`config.mk`:
```
export PLATFORM = sky130hd
export DESIGN_NAME = swervolf_board_io
export DESIGN_NICKNAME = d
export VERILOG_FILES = /design/src/rtl/swervolf_board_io.sv
export SDC_FILE = /design/constraint.sdc
export NUM_CORES = 1
export LEC_CHECK = 0
export CAP_MARGIN = 20
export CORE_UTILIZATION = 39
export CTS_CLUSTER_SIZE = 25
export DETAILED_ROUTE_END_ITERATION = 10
export PLACE_DENSITY = 0.8
export RECOVER_POWER = 25
export SKIP_LAST_GASP = 1
export SYNTH_ARGS = -nofsm -noshare
export SYNTH_HDL_FRONTEND = slang
export SYNTH_SLANG_ARGS = --single-unit
```
`constraint.sdc`:
```
create_clock -name clk -period 0.91 [get_ports clk]
set_input_delay 0.182 -clock clk [delete_from_list [all_inputs] [get_ports clk]]
set_output_delay 0.182 -clock clk [all_outputs]
set_load 0.02 [all_outputs]
```
`src/rtl/swervolf_board_io.sv`:
```
// Board I/O conditioner: synchronised, optionally debounced switch inputs with edge/irq
// reporting, plus retimed LED outputs. Define BOARD_IO_DEBOUNCE_EN to enable debouncing.
module swervolf_board_io #(
  parameter int N_IN        = 16,
  parameter int N_OUT       = 16,
  parameter int SYNC_STAGES = 2,
  parameter int OUT_STAGES  = 2,
  parameter int TICK_DIV    = 25000,
  parameter int DB_TICKS    = 5
) (
  input  logic             clk,
  input  logic             rstn,
  input  logic [N_IN-1:0]  i_sw,
  output logic [N_IN-1:0]  o_sw,
  output logic [N_IN-1:0]  o_rise,
  output logic [N_IN-1:0]  o_fall,
  input  logic [N_IN-1:0]  i_irq_mask,
  input  logic [N_IN-1:0]  i_irq_clr,
  output logic [N_IN-1:0]  o_pending,
  output logic             o_irq,
  input  logic [N_OUT-1:0] i_led,
  output logic [N_OUT-1:0] o_led
);

  // Configuration sanity checks, evaluated at elaboration only.
  if (N_IN < 1 || N_IN > 32 || N_OUT < 1 || N_OUT > 32) begin : g_bad_width
    $error("swervolf_board_io: N_IN/N_OUT out of range 1..32");
  end
  if (SYNC_STAGES < 2 || OUT_STAGES < 1 || TICK_DIV < 1 || DB_TICKS < 1) begin : g_bad_depth
    $error("swervolf_board_io: stage/tick parameters out of range");
  end

  logic [N_IN-1:0]  r_sync [SYNC_STAGES];
  logic [N_IN-1:0]  w_s;
  logic [N_IN-1:0]  w_stable_next;
  logic [N_IN-1:0]  r_stable;
  logic [N_IN-1:0]  r_rise;
  logic [N_IN-1:0]  r_fall;
  logic [N_IN-1:0]  r_pending;
  logic             r_irq;
  logic [N_OUT-1:0] r_led [OUT_STAGES];

  // NOTE: these arrays are plain flop chains, not RAM, so every entry is reset explicitly.
  always_ff @(posedge clk or negedge rstn) begin
    if (!rstn) begin
      for (int k = 0; k < SYNC_STAGES; k++) r_sync[k] <= '0;
    end else begin
      r_sync[0] <= i_sw;
      for (int k = 1; k < SYNC_STAGES; k++) r_sync[k] <= r_sync[k-1];
    end
  end

  assign w_s = r_sync[SYNC_STAGES-1];

`ifdef BOARD_IO_DEBOUNCE_EN
  localparam int PW = (TICK_DIV > 1) ? $clog2(TICK_DIV) : 1;
  localparam int CW = $clog2(DB_TICKS + 1);

  logic [PW-1:0] r_presc;
  logic          w_tick;
  logic [CW-1:0] r_cnt      [N_IN];
  logic [CW-1:0] w_cnt_next [N_IN];

  assign w_tick = (r_presc == PW'(TICK_DIV - 1));

  always_ff @(posedge clk or negedge rstn) begin
    if (!rstn) begin
      r_presc <= '0;
      for (int k = 0; k < N_IN; k++) r_cnt[k] <= '0;
    end else begin
      r_presc <= w_tick ? '0 : r_presc + 1'b1;
      r_cnt   <= w_cnt_next;
    end
  end

  // NOTE: every output of this block gets a default first, so no path can infer a latch.
  always_comb begin
    w_stable_next = r_stable;
    for (int k = 0; k < N_IN; k++) begin
      w_cnt_next[k] = r_cnt[k];
      if (w_s[k] == r_stable[k]) begin
        w_cnt_next[k] = '0;
      end else if (w_tick) begin
        if (r_cnt[k] + CW'(1) == CW'(DB_TICKS)) begin
          w_stable_next[k] = w_s[k];
          w_cnt_next[k]    = '0;
        end else begin
          w_cnt_next[k] = r_cnt[k] + CW'(1);
        end
      end
    end
  end
`else
  assign w_stable_next = w_s;
`endif

  // NOTE: sequential state uses non-blocking assignments so all flops see pre-edge values.
  always_ff @(posedge clk or negedge rstn) begin
    if (!rstn) begin
      r_stable  <= '0;
      r_rise    <= '0;
      r_fall    <= '0;
      r_pending <= '0;
      r_irq     <= 1'b0;
    end else begin
      r_stable  <= w_stable_next;
      r_rise    <= w_stable_next & ~r_stable;
      r_fall    <= ~w_stable_next & r_stable;
      // A set in the same cycle as a clear wins.
      r_pending <= (r_pending & ~i_irq_clr) | r_rise | r_fall;
      r_irq     <= |(r_pending & i_irq_mask);
    end
  end

  always_ff @(posedge clk or negedge rstn) begin
    if (!rstn) begin
      for (int k = 0; k < OUT_STAGES; k++) r_led[k] <= '0;
    end else begin
      r_led[0] <= i_led;
      for (int k = 1; k < OUT_STAGES; k++) r_led[k] <= r_led[k-1];
    end
  end

  assign o_sw      = r_stable;
  assign o_rise    = r_rise;
  assign o_fall    = r_fall;
  assign o_pending = r_pending;
  assign o_irq     = r_irq;
  assign o_led     = r_led[OUT_STAGES-1];

endmodule

```
==> metrics.txt, run 1 <==
number of global-route vias before repair=2,655; Core Rows=35; commonest cells after routing, fill and taps aside=sky130_fd_sc_hd__dfrtp_1, sky130_fd_sc_hd__buf_6, sky130_fd_sc_hd__buf_4; vias after detailed routing=2,494; proportion of power drawn by the clock network=45.3%; ordered cell list for the critical path=buf_4 > a22o_1 > a221oi_2 > nand4_1; actual slew at the worst max-slew pin=about 0.65 ns; residual antenna-violating net count after detailed routing=0; initial antenna violation count=1; synthesized-area fraction occupied by and/or/nand/nor cells=under 10%; violations in the final reports=setup timing; total design power=14.5 mW; worst-path cell with the longest stage delay=sky130_fd_sc_hd__dfrtp_2; width of the die=101 um; full die area=10,300 um^2; total global routing track utilization=between 10% and 20%; compound-cell area share of the yosys netlist=4.55%; most used routing layer in global routing=met2; cell area power density=2190 nW/um^2; final number of setup-violating endpoints=94; number of design rule violations left after detail routing=0; number of maximum-capacitance violations=0; mean cell area of the mapped netlist=16.5 um^2; upper clock frequency limit=810 MHz; number of port buffers=146; Longest Clk Path Bufs=2; share of synthesized cell area in full adder, half adder and majority cells=0%; critical path start-end classification=flip-flop to flip-flop; flip-flop and latch count after synthesis=129; Internal Dissipation=11.2 mW; global-route track usage on met1=between 15 and 20%; detailed router's first-iteration violation count=29; post-DR vias/cell=around 4.2; number of clock sinks=about 130; critical-path maximum fanout=2; number of nets in the final layout=approximately 520; total CTS buffers=17; most frequent standard cell in the layout excluding fill and tap cells=sky130_fd_sc_hd__dfrtp_1; count of filler cells inserted in the layout=615; Die Y-Extent=101 um; global-route wire length before repair=12,600 um; CTS tree=built; max incr delay on CP=around 0.41 ns; fraction of the yosys area taken by sequential cells=83.8%; run status=finished with violations; setup repair after global routing missed its margin=true; power dissipated by switching net loads=3.27 mW; Worst Setup Slack, final=-0.325 ns; post-synthesis cell area=~3800 um^2; share of the synthesized netlist area taken by xor and xnor gates=0%; final wirelength=8130 um; Hold Violations, Final=0; Worst Clk Skew=0.00669 ns; Core Area=9420 um^2; placer's final routability congestion estimate=0.705; fraction of met3 tracks used by global routing=under 10%; clock latency at the later pin of the worst-skew pair=0.49 ns; Detailed Place HPWL=5380 um; slew margin rel.=56.8%; class of the tightest hold or removal check=input port to flip-flop; Static Leakage=3.15 nW; share of synthesized area spent on multiplexers=0%; main combinational cell family by area after synthesis=simple AND/OR/NAND/NOR gates; Clock Tree Root=sky130_fd_sc_hd__clkbuf_8; pins over their slew limit=0; detail-routed net length per standard cell=13.7 um; H-tree levels=4; Global Route met2 Usage=31.4%; total gr overflow=0; kind of end point of the critical path=flip-flop; ant diodes=0; proportion of layout cells with a drive suffix above 1=41.7%; maximum number of pins on one net before global-route repair=38; pre-CTS worst setup slack=-0.454 ns; number of nets in the synthesized netlist=300; worst endpoint data arrival time=~1.6 ns; Peak supply drop=around 1.4 mV; area overhead of the layout relative to synthesis=71.3%; number of I/O pins=around 150; Warnings, synthesis=0; switching portion of total power=22.6%; combinational power share=a little under an eighth; router iterations before antenna repair=4; kind of launch point of the worst setup path=flip-flop; Buffers & Inverters on Critical Path=1; Cells after Synth=around 230; required time of the critical path=between 1 and 1.5 ns; post-route fraction of the period consumed by the critical path=136%; count of different cell masters after synthesis=9; Worst-path clk slew=0.06 ns; relative contribution of sequential cells to total power=43.3%; crit path time final=1.23 ns; Initial Util=40.9%; kind of cell adding the most delay to the critical path=compound AO/OA/AOI/OAI gates
==> cells in the mapped netlist (all sizes together) <==
| cell | instances | area (um^2) |
|---|---|---|
| o21ai | 16 | 80.1 |
| inv | 16 | 60.1 |
| nor2b | 32 | 200 |
| nand4 | 1 | 6.26 |
| buf | 16 | 120 |
| dfrtp | 129 | 3230 |
| a221oi | 4 | 60.1 |
| a22o | 4 | 35.0 |
| nor2 | 16 | 60.1 |
==> per-stage QoR <==
stage               TNS, ns  area [um^2]  utilization (%)  std cells  hold WS [ns]
floorplan            -0.141         3860                -        234        -0.114
global placement     -16.87         5580             59.3        519        0.0545
detailed placement   -17.37         5580             59.3        519        0.0546
CTS                  -25.95         6450             68.5        576        0.0895
global route         -34.23         6600             70.0        594         0.203
finish               -23.82         6600             70.0        594         0.240
==> power by group through the flow <==
| stage | registers, mW | clock network [mW] | logic, mW |
|---|---|---|---|
| 2_1_floorplan | 6.55 | 0 | 0.254 |
| 3_3_place_gp | 6.32 | 0 | 1.43 |
| 3_5_place_dp | 6.34 | 0 | 1.46 |
| 4_1_cts | 6.27 | 6.71 | 1.62 |
| 5_1_grt | 6.30 | 6.99 | 1.76 |
| 6_report | 6.27 | 6.56 | 1.64 |
==> flip-flops by register name, summed over array words and instances, names as in the netlist <==
register   flops
o_rise        16
o_led         16
o_irq          1
r_sync        16
r_led         16
o_fall        16
o_sw          16
w_s           16
o_pending     16
==> path summary, 6_finish.rpt <==
path / end / depth (start not counted) / slack [ns] / from
max in group asynchronous: o_pending[10]$_DFF_PN0_ / 3 / 0.02 / rstn
worst min register to register: o_led[11]$_DFF_PN0_ / 0 / 0.35 / r_led[27]$_DFF_PN0_
worst max register to register: o_irq$_DFF_PN0_ / 4 / -0.32 / o_pending[5]$_DFF_PN0_
worst max-delay path: o_irq$_DFF_PN0_ / 4 / -0.32 / o_pending[5]$_DFF_PN0_
worst min-delay path: o_pending[5]$_DFF_PN0_ / 2 / 0.24 / i_irq_clr[5]
min in group asynchronous: o_sw[1]$_DFF_PN0_ / 2 / 0.26 / rstn
==> layer usage <==
layer	share of wire, %	vias to the layer above
met2	57	99
met1	35	1217
met4	0.55	2
li1	-	1168
met3	7.7	8
met5	0.12	-
==> timing repair <==
item                       in CTS  in global routing
pin swaps                       0                  1
setup endpoints to repair      82                 84
gates resized for setup       484                  7
hold buffers                    1                  0
hold endpoints to repair      129                  0
buffers inserted               24                 19
==> area by class of cell <==
type / instances / area, um^2 / share of cell area (%)
clock inverter: 13 / 163 / 2.47
timing repair buffer: 215 / 2100 / 31.9
sequential: 129 / 3240 / 49.1
inverter: 16 / 60.1 / 0.911
tap: 129 / 161 / 2.45
clock buffer: 19 / 422 / 6.39
multi-input combinational: 73 / 449 / 6.81
==> worst register-to-register path: stages (launching register included) <==
cell,delay (ns)
sky130_fd_sc_hd__dfrtp_2,0.41
sky130_fd_sc_hd__buf_4,0.14
sky130_fd_sc_hd__a22o_1,0.23
sky130_fd_sc_hd__a221oi_2,0.20
sky130_fd_sc_hd__nand4_1,0.12
==> kinds of logic (layout without fill, tap and decap cells) <==
family                 after synthesis  count (layout)
buffers and inverters               32             263
AOI/OAI and AO/OA                   24              24
and+or+nand+nor                     49              49
DFF                                129             129
Power figures use the tool's default switching activity.
==> run 2: changes to the inputs <==
--- a/config.mk
+++ b/config.mk
@@ -5,7 +5,6 @@
 export SDC_FILE = /design/constraint.sdc
 export NUM_CORES = 1
 export LEC_CHECK = 0
-export CAP_MARGIN = 20
 export CORE_UTILIZATION = 39
 export CTS_CLUSTER_SIZE = 25
 export DETAILED_ROUTE_END_ITERATION = 10
==> results of run 2 <==
The final DEF is identical to that of run 1; final timing and power are the same.
==> run 3: changes to the inputs <==
--- a/config.mk
+++ b/config.mk
@@ -10,6 +10,7 @@
 export DETAILED_ROUTE_END_ITERATION = 10
 export PLACE_DENSITY = 0.8
 export RECOVER_POWER = 25
+export REMOVE_ABC_BUFFERS = 1
 export SKIP_LAST_GASP = 1
 export SYNTH_ARGS = -nofsm -noshare
 export SYNTH_HDL_FRONTEND = slang
==> run 3 against run 2 <==
Net effect: the run still ends with setup timing left; combinational power barely moved; core utilization rose by 0.53 points; global-route usage rose by 0.063 points; die area did not move; via count fell by 0.84%; highest routed layer is now met4; critical path depth did not move; clock power rose by 3%; maximum frequency fell by 3.7%; routed wire length rose by 2.8%; clock skew fell by 0.0017 ns; worst setup slack got worse by 0.047 ns; worst hold slack got worse by 0.014 ns.
==> metrics.txt, run 3 (synthesis results as in run 1) <==
FF-to-FF setup slack=-0.37 ns (was -0.32 ns); run status=finished with violations (unchanged); Core Area=9420 um^2 (unchanged); total gr overflow=0 (unchanged); number of global-route vias before repair=2,720 (was 2,655); Detailed Place HPWL=5540 um (was 5380 um); placer's final routability congestion estimate=0.723 (was 0.705); maximum number of pins on one net before global-route repair=31 (was 38); final wirelength=8350 um (was 8130 um); proportion of layout cells with a drive suffix above 1=39.9% (was 41.7%); count of filler cells inserted in the layout=661 (was 615); violations in the final reports=setup timing (unchanged); clock latency at the later pin of the worst-skew pair=0.49 ns (about the same); detailed router's first-iteration violation count=26 (was 29); launching point of the worst reg2reg path=o_pending[2]$_DFF_PN0_ (was o_pending[5]$_DFF_PN0_); upper clock frequency limit=780 MHz (was 810 MHz); Static Leakage=3.18 nW (was 3.15 nW); Core Rows=35 (unchanged); ordered cell list for the critical path=buf_4 > a22o_1 > a221oi_2 > nand4_1 (unchanged); full die area=10,300 um^2 (unchanged); cell area after placement=5620 um^2 (was 5580 um^2); Worst-path clk slew=0.06 ns (about the same); critical path start-end classification=flip-flop to flip-flop (unchanged); CTS tree=built (unchanged); pins over their slew limit=0 (unchanged); worst endpoint data arrival time=1.63 ns (was 1.59 ns); kind of launch point of the worst setup path=flip-flop (unchanged); max incr delay on CP=0.40 ns (was 0.41 ns); area overhead of the layout relative to synthesis=72.6% (was 71.3%); width of the die=101 um (unchanged); Post-Layout Inst Area=6650 um^2 (was 6600 um^2); class of the tightest hold or removal check=input port to asynchronous set/reset pin (was input port to flip-flop); worst reg2reg path endpoint=o_irq$_DFF_PN0_ (unchanged); Longest Clk Path Bufs=2 (unchanged); most frequent standard cell in the layout excluding fill and tap cells=sky130_fd_sc_hd__dfrtp_1 (unchanged); detail-routed net length per standard cell=14.0 um (was 13.7 um); number of nets in the final layout=519 (was 518); crit path time final=1.28 ns (was 1.23 ns); post-layout utilization of the core=70.6% (was 70.0%); commonest cells after routing, fill and taps aside=sky130_fd_sc_hd__dfrtp_1, sky130_fd_sc_hd__buf_6, sky130_fd_sc_hd__buf_4 (unchanged); critical-path maximum fanout=2 (unchanged); H-tree levels=4 (unchanged); Worst Setup Slack, final=-0.372 ns (was -0.325 ns); number of clock sinks=129 (unchanged); number of cells on the worst reg-to-reg path=4 (unchanged); residual antenna-violating net count after detailed routing=0 (unchanged); total global routing track utilization=17.0% (was 16.9%); slew margin rel.=66.8% (was 56.8%); cell area power density=2210 nW/um^2 (was 2190 nW/um^2); post-DR vias/cell=4.15 (was 4.20); Die Y-Extent=101 um (unchanged); router iterations before antenna repair=4 (unchanged); Initial Util=40.9% (unchanged); post-route fraction of the period consumed by the critical path=141% (was 136%); number of maximum-capacitance violations=0 (unchanged); total CTS buffers=17 (unchanged); required time of the critical path=1.25 ns (was 1.26 ns); number of I/O pins=147 (unchanged); Clock Tree Root=sky130_fd_sc_hd__clkbuf_8 (unchanged); actual slew at the worst max-slew pin=0.499 ns (was 0.648 ns); Peak supply drop=1.32 mV (was 1.42 mV); setup repair after global routing missed its margin=true (unchanged); final number of setup-violating endpoints=92 (was 94); pre-CTS worst setup slack=-0.410 ns (was -0.454 ns); vias after detailed routing=2,473 (was 2,494); number of port buffers=146 (unchanged); kind of end point of the critical path=flip-flop (unchanged); Worst Clk Skew=0.00498 ns (was 0.00669 ns); worst-path cell with the longest stage delay=sky130_fd_sc_hd__dfrtp_1 (was sky130_fd_sc_hd__dfrtp_2); number of design rule violations left after detail routing=0 (unchanged); global-route wire length before repair=12,600 um (about the same); Hold Violations, Final=0 (unchanged); initial antenna violation count=1 (unchanged)
==> run 3: routing by layer <==
layer | up-vias | GRT usage (%) | routed length (um)
li1 | 1172 | - | -
met3 | 10 | 8.76 | 788
met4 | 0 | 6.58 | 104
met1 | 1188 | 16.3 | 2970
met5 | - | 0 | 0
met2 | 103 | 30.8 | 4490
==> run 3: what timing repair did <==
item / 4_1_cts / 5_1_grt
resized for setup: 479 / 8
pin swaps: 2 / 3
hold buffers: 1 / 0
gates cloned: 0 / 0
buffers inserted: 28 / 15
endpoints found under the setup margin: 82 / 86
hold endpoints to repair: 129 / 0
==> run 3: how the worst max path moves through the flow <==
stage	start	to	slack, ns	depth (start not counted)
finish	o_pending[2]$_DFF_PN0_	o_irq$_DFF_PN0_	-0.37	4
floorplan	o_pending[5]$_DFF_PN0_	o_irq$_DFF_PN0_	-0.16	3
global route	o_pending[2]$_DFF_PN0_	o_irq$_DFF_PN0_	-0.45	4
CTS	o_sw[14]$_DFF_PN0_	o_sw[14]	-0.35	1
global placement	i_irq_mask[4]	o_irq$_DFF_PN0_	-0.39	4
detailed placement	i_irq_mask[5]	o_irq$_DFF_PN0_	-0.41	4
==> run 3: cell type report <==
class	instances	area, um^2	share of cell area, %
multi-input combinational	73	449	6.76
clock inverter	11	153	2.30
inverter	16	60.1	0.904
timing repair buffer	216	2140	32.2
antenna	1	2.50	0.0377
clock buffer	21	449	6.76
tap	129	161	2.43
sequential	129	3230	48.6
==> run 3: power by group <==
part | switching, mW | leakage [nW] | internal [mW]
clock | 2.39 | 0.286 | 4.35
combinational | 0.705 | 1.36 | 0.969
sequential | 0.200 | 1.53 | 6.06
total | 3.30 | 3.18 | 11.4
==> run 3: metrics by stage <==
step                instances  power, mW  TNS (ns)  hold slack, ns
finish                    596       14.7    -23.41           0.227
global route              595       15.3    -28.49           0.205
CTS                       583       14.8    -25.54           0.102
detailed placement        522       7.81    -17.06          0.0948
global placement          522       7.76    -16.41          0.0946
floorplan                 218       6.74    -0.161          -0.114
==> run 3: critical path: cells and delay by family, from the launching register on <==
kind	cells	cell delay (ns)
AO/OA/AOI/OAI	2	0.45
buffers and inverters	1	0.15
flip-flops	1	0.40
AND/OR/NAND/NOR	1	0.14
